===== src/rtl/instr_encoder.sv =====
// Instruction encoder: packs symbolic descriptors into 32-bit instruction words,
// buffers them in a small FIFO and writes them sequentially into instruction memory.

package common;
  typedef logic [4:0]  regid_t;
  typedef logic [31:0] instr_t;

  typedef enum logic [6:0] {
    OP_ADD      = 7'h01,
    OP_SUB      = 7'h02,
    OP_MUL      = 7'h03,
    OP_MOV      = 7'h04,
    OP_ADDI     = 7'h05,
    OP_LDB      = 7'h06,
    OP_LDW      = 7'h07,
    OP_STB      = 7'h08,
    OP_STW      = 7'h09,
    OP_BEQ      = 7'h0A,
    OP_JUMP     = 7'h0B,
    OP_TLBWRITE = 7'h0C,
    OP_IRET     = 7'h0D
  } opcode_t;
endpackage

module instr_encoder #(
  parameter int          FIFO_DEPTH = 4,
  parameter logic [31:0] BASE_ADDR  = 32'h0000_1000,
  parameter int unsigned ADDR_STEP  = 4
) (
  input  logic             clk,
  input  logic             rst_n,
  input  logic             in_valid,
  output logic             in_ready,
  input  common::opcode_t  in_op,
  input  common::regid_t   in_dst,
  input  common::regid_t   in_src1,
  input  common::regid_t   in_src2,
  input  logic [31:0]      in_imm,
  input  logic             in_tlb_dtlb,
  input  logic             flush,
  output logic             mem_we,
  input  logic             mem_ready,
  output logic [31:0]      mem_addr,
  output logic [31:0]      mem_wdata,
  output logic             err,
  output logic [15:0]      written_count
);
  import common::*;

  localparam int PTR_W = $clog2(FIFO_DEPTH);

  logic [PTR_W:0] wr_ptr, rd_ptr;
  instr_t         fifo_mem [FIFO_DEPTH];
  logic           fifo_empty, fifo_full;
  logic           ready_q;
  logic           err_q;
  logic [31:0]    addr_q;
  logic [15:0]    count_q;

  instr_t         enc_word;
  logic           enc_legal;
  logic           accept, push, pop;

  // NOTE: every signal written here gets a default first so no path through the
  // case leaves it unassigned, which would otherwise infer a latch.
  always_comb begin
    enc_word  = '0;
    enc_legal = 1'b0;
    case (in_op)
      OP_ADD, OP_SUB, OP_MUL: begin
        enc_word  = {in_op, in_dst, in_src1, in_src2, 10'd0};
        enc_legal = 1'b1;
      end
      OP_MOV: begin
        enc_word  = {in_op, in_dst, in_src1, 5'd0, 10'd0};
        enc_legal = 1'b1;
      end
      OP_ADDI, OP_LDB, OP_LDW: begin
        enc_word  = {in_op, in_dst, in_src1, in_imm[14:0]};
        enc_legal = (in_imm[31:15] == '0);
      end
      // Stores take the base in src1 and the data register from src2,
      // which lands in the dst field of the word.
      OP_STB, OP_STW: begin
        enc_word  = {in_op, in_src2, in_src1, in_imm[14:0]};
        enc_legal = (in_imm[31:15] == '0);
      end
      OP_BEQ: begin
        enc_word  = {in_op, in_imm[14:10], in_src1, in_src2, in_imm[9:0]};
        enc_legal = (in_imm[31:15] == '0);
      end
      OP_JUMP: begin
        enc_word  = {in_op, in_imm[19:15], in_src1, in_imm[14:10], in_imm[9:0]};
        enc_legal = (in_imm[31:20] == '0);
      end
      OP_TLBWRITE: begin
        enc_word  = {in_op, 5'd0, in_src1, in_src2, 9'd0, in_tlb_dtlb};
        enc_legal = 1'b1;
      end
      OP_IRET: begin
        enc_word  = {in_op, 25'd0};
        enc_legal = 1'b1;
      end
      default: begin
        enc_word  = '0;
        enc_legal = 1'b0;
      end
    endcase
  end

  assign fifo_empty = (wr_ptr == rd_ptr);
  assign fifo_full  = (wr_ptr[PTR_W] != rd_ptr[PTR_W]) &&
                      (wr_ptr[PTR_W-1:0] == rd_ptr[PTR_W-1:0]);

  // ready_q keeps in_ready low through reset and releases it one edge later.
  assign in_ready = ready_q && !fifo_full && !flush;
  assign accept   = in_valid && in_ready;
  assign push     = accept && enc_legal;
  assign mem_we   = !fifo_empty;
  assign pop      = mem_we && mem_ready && !flush;

  assign mem_wdata     = fifo_empty ? '0 : fifo_mem[rd_ptr[PTR_W-1:0]];
  assign mem_addr      = addr_q;
  assign err           = err_q;
  assign written_count = count_q;

  // NOTE: sequential state uses non-blocking assignments so every register
  // samples the pre-edge values regardless of statement order.
  always_ff @(posedge clk or negedge rst_n) begin
    if (!rst_n) begin
      wr_ptr  <= '0;
      rd_ptr  <= '0;
      addr_q  <= BASE_ADDR;
      count_q <= '0;
      err_q   <= 1'b0;
      ready_q <= 1'b0;
    end else begin
      ready_q <= 1'b1;
      err_q   <= accept && !enc_legal;
      if (flush) begin
        wr_ptr  <= '0;
        rd_ptr  <= '0;
        addr_q  <= BASE_ADDR;
        count_q <= '0;
      end else begin
        if (push) wr_ptr <= wr_ptr + 1'b1;
        if (pop) begin
          rd_ptr  <= rd_ptr + 1'b1;
          addr_q  <= addr_q + 32'(ADDR_STEP);
          if (count_q != 16'hFFFF) count_q <= count_q + 16'd1;
        end
      end
    end
  end

  // NOTE: the storage array is deliberately not reset; the pointers alone
  // define which entries are valid, and an empty FIFO forces mem_wdata to zero.
  always_ff @(posedge clk) begin
    if (push) fifo_mem[wr_ptr[PTR_W-1:0]] <= enc_word;
  end

endmodule


===== config.mk =====
export PLATFORM = sky130hd
export DESIGN_NAME = instr_encoder
export DESIGN_NICKNAME = d
export VERILOG_FILES = /design/src/rtl/instr_encoder.sv
export SDC_FILE = /design/constraint.sdc
export NUM_CORES = 1
export LEC_CHECK = 0
export ABC_AREA = 1
export CELL_PAD_IN_SITES_DETAIL_PLACEMENT = 0
export CELL_PAD_IN_SITES_GLOBAL_PLACEMENT = 1
export CORE_ASPECT_RATIO = 1.2
export CORE_UTILIZATION = 42
export CTS_BUF_LIST = sky130_fd_sc_hd__clkbuf_8
export DETAILED_ROUTE_END_ITERATION = 12
export PLACE_DENSITY_LB_ADDON = 0.1
export SLEW_MARGIN = 20
export SYNTH_ARGS = -nofsm -noshare
export SYNTH_HDL_FRONTEND = slang
export SYNTH_SLANG_ARGS = --single-unit

===== constraint.sdc =====
create_clock -name clk -period 3.8 [get_ports clk]
set_clock_uncertainty 0.05 [all_clocks]
set_input_delay 0.76 -clock clk [delete_from_list [all_inputs] [get_ports clk]]
set_output_delay 0.76 -clock clk [all_outputs]
set_load 0.005 [all_outputs]

==> out/metrics.cfg <==
[die]
design.die.area_sq_um=22200
effective_utilization_at_floorplan_pct=43.1
boundaryPins=143
design.core.area_sq_um=21000
die_h_um=163
fp-row-count=58
die_width_um=136

[cts]
cts_htree_levels=4
cts_post_setup_buffers_inserted=0
postCtsResizedCells=0
numCtsBuffers=17
clock_latency_ns=0.47
clkSinkCount=182
tritoncts=done
holdBufCountCts=0
clock_tree.root_cell=sky130_fd_sc_hd__clkbuf_8
bufs_on_longest_clock_path=2
clk_transition_reported_paths_ns=0.11

[critical_path]
crit_type=reg -> out
worstPathMaxFanout=34
worstReg2RegStart=rd_ptr[1]
cpPeakStageDelay_ns=0.73
timing.critical_path.from=rd_ptr[1]
crit_path_start_kind=flop
timing.critical_path.to_type=primary output
slowest_stage=sky130_fd_sc_hd__dfrtp_2
timing.critical_path.arrival_ns=2.66
regToRegSetupSlack_ns=0.81
cp_data_required_time_ns=2.99
crit_path_cell_trace=xnor2_2, nand3b_4, nand2_1, inv_1, clkdlybuf4s50_1
regToRegEndpoint=written_count[10]
reg2regPathDepth=8

[sta]
upper_clock_frequency_limit_mhz=288
setup_repair_after_global_routing_missed_its_margin=no
layout_worst_path_cycle_share_pct=91.3
report.final.slew_viol_count=0
worst_slew_pin_slew_ns=0.645
tns_ns=0
shortest_clock_period_the_worst_path_allows_after_layout_ns=3.47
setup_viol=0
timing.final.hold_violations=0
timing.max_slew.rel_slack_pct=57.0

[grt]
first_global_vias=6980
groute.usage.overall_pct=20.4
grt-ovfl-total=0
wire_length_of_the_first_global_routing_pass_um=34700
grt_max_degree=65
antenna_found_initial=0

[logic_synthesis]
yosys-top-cells-area=sky130_fd_sc_hd__edfxtp_1 42%, sky130_fd_sc_hd__dfrtp_1 15%, sky130_fd_sc_hd__nand2_1 9.3%
synth_async_sr_flop_share_pct=29.7
biggest_area_consumer_among_synthesized_cells=sky130_fd_sc_hd__edfxtp_1
yosysSeqAreaShare_pct=57.3
ys_ff_latch=182
yosys.area.top_type_share_pct=42.4
synthesis.area_sq_um=9070
syn-instance-count=1016
synthTopCellsByCount=225 x sky130_fd_sc_hd__nand2_1, 197 x sky130_fd_sc_hd__nor2_1, 128 x sky130_fd_sc_hd__edfxtp_1
synth_ff_type=sky130_fd_sc_hd__edfxtp_1
synth_edf_count=128
synth-warning-count=0
synth_most_common_cell=sky130_fd_sc_hd__nand2_1
synth.distinct_cells=38
synthesis.area_per_instance_sq_um=8.93

[route]
first_iter_violations=399
detail_route.vias_per_cell=5.00
met2_length_um=11700
route.top_layer_used=met4
postRouteWirelength_um=21900
average_routed_wire_per_standard_cell_um=15.2
routed-wl-met3_um=670
antenna_violating_nets_left=0
first_pass_iteration_count_of_the_detailed_router=7
met1_length_um=9170
routed-via-count=7217
remaining_drc_errors=0

[cells_and_area]
layout.cells.non_filler=1444
finalNetCount=1228
multi_input_area_sq_um=3270
regArea_sq_um=5200
fill_cells=2022
antenna-diode-count=0
post_route_cells_drive_above_1_share_pct=5.88
syn_to_final_growth_pct=24.1

[pwr]
power.density_nw_per_um2=331
power.static_leakage_nw=4.42
vdd.ir_drop.worst_mv=0.213

[worst_hold_path]
hold_path_class=in -> async

[status]
status=complete, no violations

[placed_design]
place.port_buffers=140
routability_cong=0.826
dp.cells=1412
detailed_placement_wirelength_estimate_um=14900

[run]
drv_cap=0

[worst max-delay path, delay by kind of cell, from the launching register on]
family | cells | cell delay (ns)
buf+inv | 2 | 0.51
xor+xnor | 1 | 0.20
simple gates | 2 | 0.73
flops | 1 | 0.73
[report_power, final]
| group | switching [mW] | internal, mW | total [mW] | leakage [nW] |
|---|---|---|---|---|
| Clock | 0.784 | 0.627 | 1.41 | 0.216 |
| Combinational | 0.101 | 0.0873 | 0.188 | 2.33 |
| Sequential | 0.00687 | 2.12 | 2.13 | 1.87 |
| Total | 0.892 | 2.84 | 3.73 | 4.42 |
[state kept, by name, indices dropped and copies added, names as in the netlist]
name / flops
fifo_mem: 128
mem_addr: 30
written_count: 16
rd_ptr: 3
wr_ptr: 3
err: 1
ready_q: 1
[placed cells by master, fill, tap and decap left out, types with 2 or more instances in the layout]
cell                              synthesis  layout
sky130_fd_sc_hd__a21oi_1                  3       3
sky130_fd_sc_hd__buf_12                   0       5
sky130_fd_sc_hd__buf_4                    3       7
sky130_fd_sc_hd__bufinv_16                0       2
sky130_fd_sc_hd__clkbuf_8                 0      17
sky130_fd_sc_hd__clkdlybuf4s50_1          0     139
sky130_fd_sc_hd__clkinv_1                 2       2
sky130_fd_sc_hd__conb_1                   2      15
sky130_fd_sc_hd__dfrtp_1                 53      51
sky130_fd_sc_hd__dfrtp_2                  0       2
sky130_fd_sc_hd__edfxtp_1               128     128
sky130_fd_sc_hd__ha_1                     7       7
sky130_fd_sc_hd__inv_1                  119     118
sky130_fd_sc_hd__inv_2                    3       4
sky130_fd_sc_hd__inv_6                    0       5
sky130_fd_sc_hd__inv_8                    0       6
sky130_fd_sc_hd__nand2_1                225     225
sky130_fd_sc_hd__nand3_1                 45      45
sky130_fd_sc_hd__nand4_1                 23      23
sky130_fd_sc_hd__nor2_1                 197     193
sky130_fd_sc_hd__nor2_2                   0       4
sky130_fd_sc_hd__nor3_1                  15      15
sky130_fd_sc_hd__o2111ai_1                3       3
sky130_fd_sc_hd__o21ai_0                 72      72
sky130_fd_sc_hd__o21ai_1                  9       9
sky130_fd_sc_hd__o21ai_2                  3       3
sky130_fd_sc_hd__o31ai_1                  2       2
sky130_fd_sc_hd__o32ai_1                 32      32
sky130_fd_sc_hd__xnor2_1                  2       2
sky130_fd_sc_hd__xnor2_2                  2       2
sky130_fd_sc_hd__xor2_1                  19      19
[per-stage QoR]
| step | hold WS, ns | power, mW | setup slack, ns | util, % | instance area, sq um |
|---|---|---|---|---|---|
| final | 0.164 | 3.73 | 0.332 | 53.5 | 11300 |
| after CTS | 0.150 | 3.76 | 0.309 | 53.5 | 11300 |
| after global placement | 0.472 | 2.36 | 0.645 | 51.4 | 10800 |
| after global routing | 0.172 | 3.85 | 0.141 | 53.5 | 11300 |
| after floorplan | 0.414 | 2.25 | 0.332 | - | 9120 |
| after detailed placement | 0.480 | 2.36 | 0.614 | 51.4 | 10800 |
[worst max-delay path by stage]
stage / slack, ns / to
after floorplan: 0.33 / fifo_mem[0][0]
after global placement: 0.64 / fifo_mem[2][8]
after detailed placement: 0.61 / fifo_mem[3][6]
after CTS: 0.31 / mem_wdata[20]
after global routing: 0.14 / mem_wdata[11]
final: 0.33 / mem_wdata[25]
[layer usage]
| metal | GRT usage, % | vias to the layer above |
|---|---|---|
| li1 | - | 3639 |
| met1 | 24.1 | 3420 |
| met2 | 37.9 | 134 |
| met3 | 2.77 | 24 |
| met4 | 6.26 | 0 |
| met5 | 0 | - |
[logic make-up (layout without fill, tap and decap cells)]
family	after synthesis	after routing	synth area share (%)
buffers and inverters	163	308	7.28
XOR/XNOR	23	23	2.39
flip-flops	182	182	57.3
other	2	15	0.0828
adder cells (fa/ha/maj)	7	7	0.965
AO/OA/AOI/OAI	126	126	8.62
AND/OR/NAND/NOR	513	513	23.4
[final cells by class]
class                   count  share of cell area (%)
flip-flops and latches    182                    46.2
well taps                 270                    3.00
clock inverters            15                    1.73
multi-input cells         684                    29.1
repair buffers            152                    13.8
clock buffers              17                    2.08
inverters                 124                    4.14
No activity file was read; power rests on OpenSTA's default activity.
